$ cat config.mk
export PLATFORM = sky130hd
export DESIGN_NAME = mem_port_arbiter_flat
export DESIGN_NICKNAME = d
export VERILOG_FILES = /design/src/rtl/mips_pkg.sv /design/src/rtl/mem_port_arbiter_if.sv /design/src/rtl/arb_timer.sv /design/src/rtl/mem_port_arbiter.sv /design/src/flat_wrapper.sv
export SDC_FILE = /design/constraint.sdc
export NUM_CORES = 1
export LEC_CHECK = 0
export ABC_AREA = 1
export BUFFER_PORTS_ARGS = -buffer_cell sky130_fd_sc_hd__buf_4
export CAP_MARGIN = 25
export CORE_AREA = 2 2 179 181
export CTS_CLUSTER_SIZE = 24
export DETAILED_ROUTE_END_ITERATION = 10
export DIE_AREA = 0 0 181 183
export SYNTH_ARGS = -nofsm -noshare
export SYNTH_HDL_FRONTEND = slang
export SYNTH_SLANG_ARGS = --single-unit
$ cat constraint.sdc
create_clock -name clk -period 16.5 [get_ports clk]
set_input_delay 3.3 -clock clk [delete_from_list [all_inputs] [get_ports clk]]
set_output_delay 3.3 -clock clk [all_outputs]
set_load 0.02 [all_outputs]
$ cat src/rtl/mips_pkg.sv
// rtl/mips_pkg.sv - shared arbiter state and memory write-type encodings
package mips_pkg;

  typedef enum logic [1:0] {
    IDLE    = 2'd0,
    BUSY_IF = 2'd1,
    BUSY_DM = 2'd2
  } arb_state_t;

  // Also the controller's memwrite encoding.
  localparam logic [1:0] WT_LOAD = 2'b00;
  localparam logic [1:0] WT_D    = 2'b01;
  localparam logic [1:0] WT_W    = 2'b10;
  localparam logic [1:0] WT_B    = 2'b11;

  // IF takes the slot when DM is absent, or when IF has been starved.
  function automatic logic if_wins(input logic if_cand, input logic dm_cand, input logic starved);
    return if_cand & (~dm_cand | starved);
  endfunction

endpackage

$ cat src/rtl/mem_port_arbiter_if.sv
// rtl/mem_port_arbiter_if.sv - requester, memory-port and status signals of the arbiter
interface mem_port_arbiter_if #(
  parameter int N = 64,
  parameter int W = 32
);
  logic         if_req;
  logic [W-1:0] if_addr;
  logic [W-1:0] if_rdata;
  logic         if_valid;

  logic         dm_req;
  logic [1:0]   dm_wtype;
  logic [N-1:0] dm_addr;
  logic [N-1:0] dm_wdata;
  logic [N-1:0] dm_rdata;
  logic         dm_valid;

  logic         mem_req;
  logic [1:0]   mem_wtype;
  logic [N-1:0] mem_addr;
  logic [N-1:0] mem_wdata;
  logic [N-1:0] mem_rdata;
  logic         mem_ready;

  logic         stall_if;
  logic         stall_mem;
  logic         timeout_err;

  modport slave (
    input  if_req, if_addr, dm_req, dm_wtype, dm_addr, dm_wdata, mem_rdata, mem_ready,
    output if_rdata, if_valid, dm_rdata, dm_valid, mem_req, mem_wtype, mem_addr, mem_wdata,
           stall_if, stall_mem, timeout_err
  );

  modport master (
    output if_req, if_addr, dm_req, dm_wtype, dm_addr, dm_wdata, mem_rdata, mem_ready,
    input  if_rdata, if_valid, dm_rdata, dm_valid, mem_req, mem_wtype, mem_addr, mem_wdata,
           stall_if, stall_mem, timeout_err
  );
endinterface

$ cat src/rtl/arb_timer.sv
// rtl/arb_timer.sv - saturating event counter with clear/enable; o_term while count == LIMIT
module arb_timer #(
  parameter int LIMIT = 4
) (
  input  logic clk,
  input  logic rst,
  input  logic i_clr,
  input  logic i_en,
  output logic o_term
);
  localparam int WIDTH = (LIMIT > 0) ? $clog2(LIMIT + 1) : 1;
  localparam logic [WIDTH-1:0] TERM = WIDTH'(LIMIT);

  logic [WIDTH-1:0] r_count;

  always_ff @(posedge clk or posedge rst) begin
    if (rst) begin
      r_count <= '0;
    end else if (i_clr) begin
      r_count <= '0;
    end else if (i_en && (r_count != TERM)) begin
      r_count <= r_count + WIDTH'(1);
    end
  end

  assign o_term = (r_count == TERM);
endmodule

$ cat src/rtl/mem_port_arbiter.sv
// rtl/mem_port_arbiter.sv - shares one memory port between instruction fetch and data memory
// Serialises accesses, returns read data to the issuer, raises stalls and a sticky timeout error.
module mem_port_arbiter
  import mips_pkg::*;
#(
  parameter int N            = 64,
  parameter int W            = 32,
  parameter int TIMEOUT      = 16,
  parameter int STARVE_LIMIT = 4
) (
  input logic               clk,
  input logic               reset,
  mem_port_arbiter_if.slave bus
);
  localparam bit TIMEOUT_EN = (TIMEOUT > 0);
  // The wait timer flags the cycle that would be the TIMEOUT-th consecutive wait.
  localparam int WAIT_LAST  = TIMEOUT_EN ? TIMEOUT - 1 : 0;

  arb_state_t   r_state;
  logic         r_mem_req;
  logic [1:0]   r_mem_wtype;
  logic [N-1:0] r_mem_addr;
  logic [N-1:0] r_mem_wdata;
  logic [W-1:0] r_if_rdata;
  logic [N-1:0] r_dm_rdata;
  logic         r_if_valid;
  logic         r_dm_valid;
  logic         r_timeout_err;

  logic w_if_elig, w_dm_elig, w_if_cand, w_dm_cand;
  logic w_busy, w_done, w_arb, w_timeout, w_wait_last, w_starved;
  logic w_grant_if, w_grant_dm, w_grant;

  assign w_if_elig  = bus.if_req & ~r_if_valid;
  assign w_dm_elig  = bus.dm_req & ~r_dm_valid;
  assign w_busy     = (r_state != IDLE);
  assign w_done     = w_busy & bus.mem_ready;
  assign w_timeout  = TIMEOUT_EN & w_busy & ~bus.mem_ready & w_wait_last;
  assign w_arb      = ~w_busy | w_done;
  assign w_if_cand  = w_if_elig & (r_state != BUSY_IF);
  assign w_dm_cand  = w_dm_elig & (r_state != BUSY_DM);
  assign w_grant_if = w_arb & if_wins(w_if_cand, w_dm_cand, w_starved);
  assign w_grant_dm = w_arb & w_dm_cand & ~w_grant_if;
  assign w_grant    = w_grant_if | w_grant_dm;

  arb_timer #(.LIMIT(WAIT_LAST)) u_wait_timer (
    .clk    (clk),
    .rst    (reset),
    .i_clr  (w_grant),
    .i_en   (w_busy & ~bus.mem_ready),
    .o_term (w_wait_last)
  );

  arb_timer #(.LIMIT(STARVE_LIMIT)) u_starve_timer (
    .clk    (clk),
    .rst    (reset),
    .i_clr  (w_grant_if),
    .i_en   (w_grant_dm & w_if_cand),
    .o_term (w_starved)
  );

  always_ff @(posedge clk or posedge reset) begin
    if (reset) begin
      r_state       <= IDLE;
      r_mem_req     <= 1'b0;
      r_mem_wtype   <= WT_LOAD;
      r_mem_addr    <= '0;
      r_mem_wdata   <= '0;
      r_if_rdata    <= '0;
      r_dm_rdata    <= '0;
      r_if_valid    <= 1'b0;
      r_dm_valid    <= 1'b0;
      r_timeout_err <= 1'b0;
    end else begin
      r_if_valid <= 1'b0;
      r_dm_valid <= 1'b0;
      if (w_timeout) begin
        r_timeout_err <= 1'b1;
        r_mem_req     <= 1'b0;
        r_state       <= IDLE;
        if (r_state == BUSY_IF) begin
          r_if_valid <= 1'b1;
          r_if_rdata <= '1;
        end else begin
          r_dm_valid <= 1'b1;
          r_dm_rdata <= '1;
        end
      end else begin
        if (w_done) begin
          r_mem_req <= 1'b0;
          r_state   <= IDLE;
          if (r_state == BUSY_IF) begin
            r_if_valid <= 1'b1;
            r_if_rdata <= bus.mem_rdata[W-1:0];
          end else begin
            r_dm_valid <= 1'b1;
            if (r_mem_wtype == WT_LOAD) r_dm_rdata <= bus.mem_rdata;
          end
        end
        // A grant in a completion cycle overrides the drop above: back-to-back reload.
        if (w_grant_if) begin
          r_state     <= BUSY_IF;
          r_mem_req   <= 1'b1;
          r_mem_wtype <= WT_LOAD;
          r_mem_addr  <= {{(N-W){1'b0}}, bus.if_addr};
          r_mem_wdata <= '0;
        end else if (w_grant_dm) begin
          r_state     <= BUSY_DM;
          r_mem_req   <= 1'b1;
          r_mem_wtype <= bus.dm_wtype;
          r_mem_addr  <= bus.dm_addr;
          r_mem_wdata <= bus.dm_wdata;
        end
      end
    end
  end

  assign bus.mem_req     = r_mem_req;
  assign bus.mem_wtype   = r_mem_wtype;
  assign bus.mem_addr    = r_mem_addr;
  assign bus.mem_wdata   = r_mem_wdata;
  assign bus.if_rdata    = r_if_rdata;
  assign bus.if_valid    = r_if_valid;
  assign bus.dm_rdata    = r_dm_rdata;
  assign bus.dm_valid    = r_dm_valid;
  assign bus.timeout_err = r_timeout_err;
  assign bus.stall_if    = w_if_elig;
  assign bus.stall_mem   = w_dm_elig;
endmodule

$ cat src/flat_wrapper.sv
// flat-port wrapper written by rule: the top's interface ports become plain ports
module mem_port_arbiter_flat import mips_pkg::*;
#(
  parameter int N            = 64,
  parameter int W            = 32,
  parameter int TIMEOUT      = 16,
  parameter int STARVE_LIMIT = 4
)
  (clk, reset, bus_if_req, bus_if_addr, bus_dm_req, bus_dm_wtype, bus_dm_addr, bus_dm_wdata, bus_mem_rdata, bus_mem_ready, bus_if_rdata, bus_if_valid, bus_dm_rdata, bus_dm_valid, bus_mem_req, bus_mem_wtype, bus_mem_addr, bus_mem_wdata, bus_stall_if, bus_stall_mem, bus_timeout_err);
  mem_port_arbiter_if #(.N(N), .W(W)) bus_i ();
  input logic clk;
  input logic reset;
  input wire logic [$bits(bus_i.if_req)-1:0] bus_if_req;
  input wire logic [$bits(bus_i.if_addr)-1:0] bus_if_addr;
  input wire logic [$bits(bus_i.dm_req)-1:0] bus_dm_req;
  input wire logic [$bits(bus_i.dm_wtype)-1:0] bus_dm_wtype;
  input wire logic [$bits(bus_i.dm_addr)-1:0] bus_dm_addr;
  input wire logic [$bits(bus_i.dm_wdata)-1:0] bus_dm_wdata;
  input wire logic [$bits(bus_i.mem_rdata)-1:0] bus_mem_rdata;
  input wire logic [$bits(bus_i.mem_ready)-1:0] bus_mem_ready;
  output wire logic [$bits(bus_i.if_rdata)-1:0] bus_if_rdata;
  output wire logic [$bits(bus_i.if_valid)-1:0] bus_if_valid;
  output wire logic [$bits(bus_i.dm_rdata)-1:0] bus_dm_rdata;
  output wire logic [$bits(bus_i.dm_valid)-1:0] bus_dm_valid;
  output wire logic [$bits(bus_i.mem_req)-1:0] bus_mem_req;
  output wire logic [$bits(bus_i.mem_wtype)-1:0] bus_mem_wtype;
  output wire logic [$bits(bus_i.mem_addr)-1:0] bus_mem_addr;
  output wire logic [$bits(bus_i.mem_wdata)-1:0] bus_mem_wdata;
  output wire logic [$bits(bus_i.stall_if)-1:0] bus_stall_if;
  output wire logic [$bits(bus_i.stall_mem)-1:0] bus_stall_mem;
  output wire logic [$bits(bus_i.timeout_err)-1:0] bus_timeout_err;
  assign bus_i.if_req = bus_if_req;
  assign bus_i.if_addr = bus_if_addr;
  assign bus_i.dm_req = bus_dm_req;
  assign bus_i.dm_wtype = bus_dm_wtype;
  assign bus_i.dm_addr = bus_dm_addr;
  assign bus_i.dm_wdata = bus_dm_wdata;
  assign bus_i.mem_rdata = bus_mem_rdata;
  assign bus_i.mem_ready = bus_mem_ready;
  assign bus_if_rdata = bus_i.if_rdata;
  assign bus_if_valid = bus_i.if_valid;
  assign bus_dm_rdata = bus_i.dm_rdata;
  assign bus_dm_valid = bus_i.dm_valid;
  assign bus_mem_req = bus_i.mem_req;
  assign bus_mem_wtype = bus_i.mem_wtype;
  assign bus_mem_addr = bus_i.mem_addr;
  assign bus_mem_wdata = bus_i.mem_wdata;
  assign bus_stall_if = bus_i.stall_if;
  assign bus_stall_mem = bus_i.stall_mem;
  assign bus_timeout_err = bus_i.timeout_err;
  mem_port_arbiter #(.N(N), .W(W), .TIMEOUT(TIMEOUT), .STARVE_LIMIT(STARVE_LIMIT)) u_core (.clk(clk), .reset(reset), .bus(bus_i));
endmodule
# [Word level (Yosys, flattened, before mapping)]
# Index checks and enable logic that the tools add are counted.
[totals] reg_bits=239 in_bits=231 out_inout_bits=232 wordCells=93
[op_classes] addsub=2 n_eq_ne=11 muxes=33 n_bitwise=22 reduce_logical=13
[op_table] op="64-bit 2-to-1 mux" count=9
[op_table] op="32-bit 2-to-1 mux" count=4
[op_table] op="1-bit AND" count=12
[op_table] op="2-bit 2-to-1 mux" count=6
[op_table] op="2-bit nonzero test" count=6
[op_table] op="1-bit 2-to-1 mux" count=10
[op_table] op="2-bit inequality test (second input constant)" count=5
[op_table] op="4-bit 2-to-1 mux" count=2
[op_table] op="1-bit NOT" count=7
[op_table] op="3-bit 2-to-1 mux" count=2
[op_table] op="4-bit by 1-bit adder with 4-bit output (second input constant)" count=1
[op_table] op="4-bit == test (second input constant)" count=1
[op_table] op="4-bit inequality test (second input constant)" count=1
[op_table] op="4-bit AND reduction" count=1
[op_table] op="4-bit nonzero test" count=1
[op_table] op="3-bit by 1-bit adder with 3-bit output (second input constant)" count=1
[op_table] op="3-bit == test (second input constant)" count=1
[op_table] op="3-bit inequality test (second input constant)" count=1
[op_table] op="1-bit OR" count=3
[op_table] op="3-bit AND reduction" count=1
[op_table] op="2-bit by 1-bit == test with 1-bit output (second input constant)" count=1
[op_table] op="1-bit logical AND" count=2
[op_table] op="2-bit zero test" count=1
[op_table] op="2-bit by 1-bit inequality test with 1-bit output (second input constant)" count=1
[op_table] op="2-bit AND reduction" count=1

# [Logic depth before layout (Yosys ltp)]
[logic_depth] word_depth=13 mapped_depth=10 ltp_nobuf=9

# [Hierarchy]
# Synthesis repeated with hierarchy kept, for this count alone.
[unflattened] cells_unflattened=1250 hier_area_um2=10418.7
[modules_own_cells] mod="mem_port_arbiter" n_inst=1 cells_each=1194 area_per_inst_um2=10000.8 seq_area_each_um2=5805.6
[modules_own_cells] mod="arb_timer (u_core.u_wait_timer)" n_inst=1 cells_each=30 area_per_inst_um2=229.0 seq_area_each_um2=100.1
[modules_own_cells] mod="arb_timer (u_core.u_starve_timer)" n_inst=1 cells_each=26 area_per_inst_um2=188.9 seq_area_each_um2=75.1

# [Worst setup path before layout]
# Ideal clock, no wire load.
[synth_path] kind="input-to-output" from="in bus_dm_req" to="out bus_stall_mem" t_arrival_ns=3.582 required_ns=13.200 path_slack_ns=9.618 path_stages=2 path_buffers=0 cell_sequence="inv_1 nor2_2"
[synth_via] elab_chain_len=1
[synth_rtl] element="from (decl)" line="flat_wrapper.sv:15" text="input wire logic [$bits(bus_i.dm_req)-1:0] bus_dm_req;"
[synth_rtl] element="1-bit AND" line="mem_port_arbiter.sv:35" text="assign w_dm_elig = bus.dm_req & ~r_dm_valid;"
[synth_rtl] element="to (decl)" line="flat_wrapper.sv:30" text="output wire logic [$bits(bus_i.stall_mem)-1:0] bus_stall_mem;"
# No other way between the ends.

# [Worst setup path in the final report]
# Same ends and word-level chain as after synthesis.

==> out/metrics.csv <==
stage,metric,value,unit
route,drt-initial-drc-count,626,
floorplan,fp-row-count,65,
yosys,synth-seq-cells,239,
route,wl_per_cell,17.7,µm
power,power.density,207,nW/µm²
yosys,synth_top_area_share,57.3,%
grt,grt_max_degree,112,
yosys,synth_top_cells_by_area,"dfrtp_1 (57%), nand2_1 (15%), nand3_1 (11%)",
placement,post-dp-hpwl,24100,µm
timing,final.setup.tns,0,ns
worst_setup_path,worstPathMaxFanout,3,
worst_setup_path,arrival,3.81,ns
worst_setup_path,r2r_setup_slack,13.12,ns
floorplan,design.die.area,33100,µm²
floorplan,core,31200,µm²
worst_setup_path,cp-startpoint,bus_dm_req,
layout,diodes,0,
timing,worstMarginPinSlew,0.994,ns
clock_network,cts_buffer_depth,3,
timing,grt_setup_unrepaired,false,
power,ir_drop,0.000107,V
clock_network,clk_latency,0.54,ns
layout,nets,1860,
clock_network,htreeDepth,1,
yosys,syn-num-nets,1441,
worst_setup_path,required,13.20,ns
floorplan,die_y,183,µm
grt,antenna_found_initial,0,
yosys,synth_warnings,0,
timing,finalClockSkew,0.0185,ns
layout,area_growth_syn_to_layout,44.1,%
grt,grt-ovfl-total,0,
worst_setup_path,crit_slowest_cell,buf_4,
clock_network,cts-buffers-inserted,29,
route,wl,36200,µm
worst_setup_path,critical_path_class,in2out,
route,avgViaCountPerCell,4.82,
timing,max_freq,141,MHz
worst_setup_path,crit_path_start_kind,input pin,
worst_setup_path,worstPathBufferInverterCount,3,
yosys,synth_top_area_cell,dfrtp_1,
route,firstDrtPassIters,4,
timing,final-hold-violation-count,0,
worst_setup_path,slowest_delay,0.20,ns
clock_network,cts_setup_buffers,0,
yosys,syn-instance-count,1207,
hold_path,whs_path_depth,2,
worst_setup_path,end_kind,output pin,
hold_path,min_from,u_core.bus.if_rdata[28],
placement,port_buffers,462,
clock_network,hold_buffers,0,
timing,period_share,43.1,%
clock_network,cts_resized,0,
power,power.leakage,8.25,nW
floorplan,die_w,181,µm
clock_network,cts_root_buffer,clkbuf_16,
worst_setup_path,rr_worst_depth,9,
route,ant_nets,0,
grt,grt_usage,21.2,%
layout,fin_util,48.2,%
timing,drv_slew,0,
floorplan,start_util,33.4,%
hold_path,min_to,u_core.bus.if_rdata[28],
grt,grt_pass1_vias,10031,
worst_setup_path,path_cells,buf_4 -> inv_1 -> nor2_2 -> buf_4,
yosys,syn_avg_cell_area,8.65,µm²
placement,place.gp.congestion,0.774,
grt,grt_first_pass_wirelength,56300,µm
yosys,synth.distinct_cells,26,
outcome,status,"finished, final reports clean",
layout,fillCellCount,3032,
route,route.vias.total,9872,
worst_setup_path,cp_top_family,buffers and inverters,
timing,setup_violations,0,
yosys,yosysSeqAreaShare,57.3,%
worst_setup_path,r2r-end,u_core.bus.mem_addr[29],
clock_network,clk_pin_slew,0.06,ns
clock_network,numClockSinks,239,
clock_network,cts_tree,done,
worst_setup_path,rr_startpoint,u_core.u_starve_timer.r_count[0],
worst_setup_path,path_common_cell,buf_4,
layout,drive_gt1_share,33.7,%
yosys,synthesis.area,10400,µm²
timing,period_needed,7.11,ns
floorplan,pin_count,463,
hold_path,hold_path_class,reg2reg,
run,drv_cap,0,
timing,slew_headroom,33.7,%
route,drt_drc_violations_left,0,
## Yosys cell counts
library cell / number
a21oi_1: 2
buf_2: 41
buf_4: 16
buf_6: 5
clkbuf_1: 25
clkbuf_2: 1
dfrtp_1: 239
ha_1: 3
inv_1: 40
inv_2: 6
nand2_1: 404
nand2_2: 4
nand3_1: 233
nand3_2: 4
nand3b_1: 32
nand4_1: 1
nor2_1: 40
nor2_2: 4
o21ai_0: 15
o21ai_1: 54
o21bai_1: 1
o31ai_1: 1
or2_1: 20
or2_2: 14
xnor2_1: 1
xor2_1: 1
## worst register-to-register path, stage by stage (launching register included)
cell and delay (ns):
dfrtp_1 0.35, inv_1 0.07, ha_1 0.19, nand2_1 0.07, nand3_2 0.62, nand3_4 0.86
buf_4 0.73, o21ai_0 0.23, nand2_1 0.10, nand2_1 0.05
## logic make-up (layout without fill, tap and decap cells)
kind of cell             count (synthesis)  in the layout  synth area share [%]
buffers and inverters                  134            574                  6.26
flip-flops                             239            239                  57.3
adder cells (fa/ha/maj)                  3              3                 0.360
AND/OR/NAND/NOR                        756            756                  32.4
AO/OA/AOI/OAI                           73             73                  3.55
XOR/XNOR                                 2              2                 0.168
## layer usage
metal / up-vias / routed length, µm / share of wire [%] / track usage [%]
li1: 4733 / - / - / -
met1: 4693 / 14700 / 41 / 26.5
met2: 381 / 17200 / 47 / 35.3
met3: 65 / 3190 / 8.8 / 6.24
met4: 0 / 1110 / 3.1 / 6.67
met5: - / 0 / 0 / 0
## layout by cell type, fill, tap and decap left out
cell type    n
a21oi_1      2
buf_12       1
buf_16       2
buf_4      473
bufinv_16    1
clkbuf_1     7
clkbuf_16   29
clkbuf_8     5
clkinv_2     8
clkinv_4     1
dfrtp_1    239
ha_1         3
inv_1       39
inv_2        6
inv_8        2
nand2_1    404
nand2_2      2
nand2_4      2
nand3_1    233
nand3_2      2
nand3_4      2
nand3b_1    32
nand4_1      1
nor2_1      39
nor2_2       4
nor2_4       1
o21ai_0     15
o21ai_1     54
o21bai_1     1
o31ai_1      1
or2_1       20
or2_2       14
xnor2_1      1
xor2_1       1
## worst max-delay path by stage
stage	to	slack (ns)	depth (start not counted)
floorplan	u_core.bus.dm_rdata[0]	6.64	1
global placement	bus_stall_mem	9.38	4
detailed placement	bus_stall_mem	9.37	4
CTS	bus_stall_mem	9.37	4
global route	bus_stall_mem	9.36	4
finish	bus_stall_mem	9.39	4
## power breakdown
group / switching [mW] / total [mW] / internal, mW
logic: 0.901 / 1.46 / 0.562
registers: 0.169 / 1.03 / 0.864
clock network: 0.253 / 0.614 / 0.361
## sequential cells by signal (all words and copies together) (netlist names)
register / flops
u_core.r_state: 2
u_core.u_wait_timer.r_count: 4
u_core.bus.if_valid: 1
u_core.bus.if_rdata: 32
u_core.u_starve_timer.r_count: 3
u_core.bus.dm_valid: 1
u_core.bus.mem_wdata: 64
u_core.bus.mem_wtype: 2
u_core.bus.dm_rdata: 64
u_core.bus.timeout_err: 1
u_core.bus.mem_req: 1
u_core.bus.mem_addr: 64
## layout make-up
type | count | area, µm² | area share, %
Clock inverter | 11 | 90.1 | 0.599
Multi-Input combinational cell | 834 | 3840 | 25.5
Timing Repair Buffer | 476 | 3630 | 24.1
Sequential cell | 239 | 5980 | 39.8
Clock buffer | 41 | 821 | 5.46
Inverter | 46 | 180 | 1.20
Tap cell | 402 | 503 | 3.34
## per-stage QoR
stage                     setup slack (ns)  hold slack [ns]  cell area, µm²  total power [mW]  cells
after floorplan                       6.64            0.494           10400              1.85   1207
after global placement                9.38            0.456           14100              2.49   1994
after detailed placement              9.37            0.458           14100              2.51   1996
after CTS                             9.37            0.482           15000              3.15   2048
after global routing                  9.36            0.503           15000              3.32   2049
final                                 9.39            0.476           15000              3.11   2049
(Power assumes the default switching activity.)
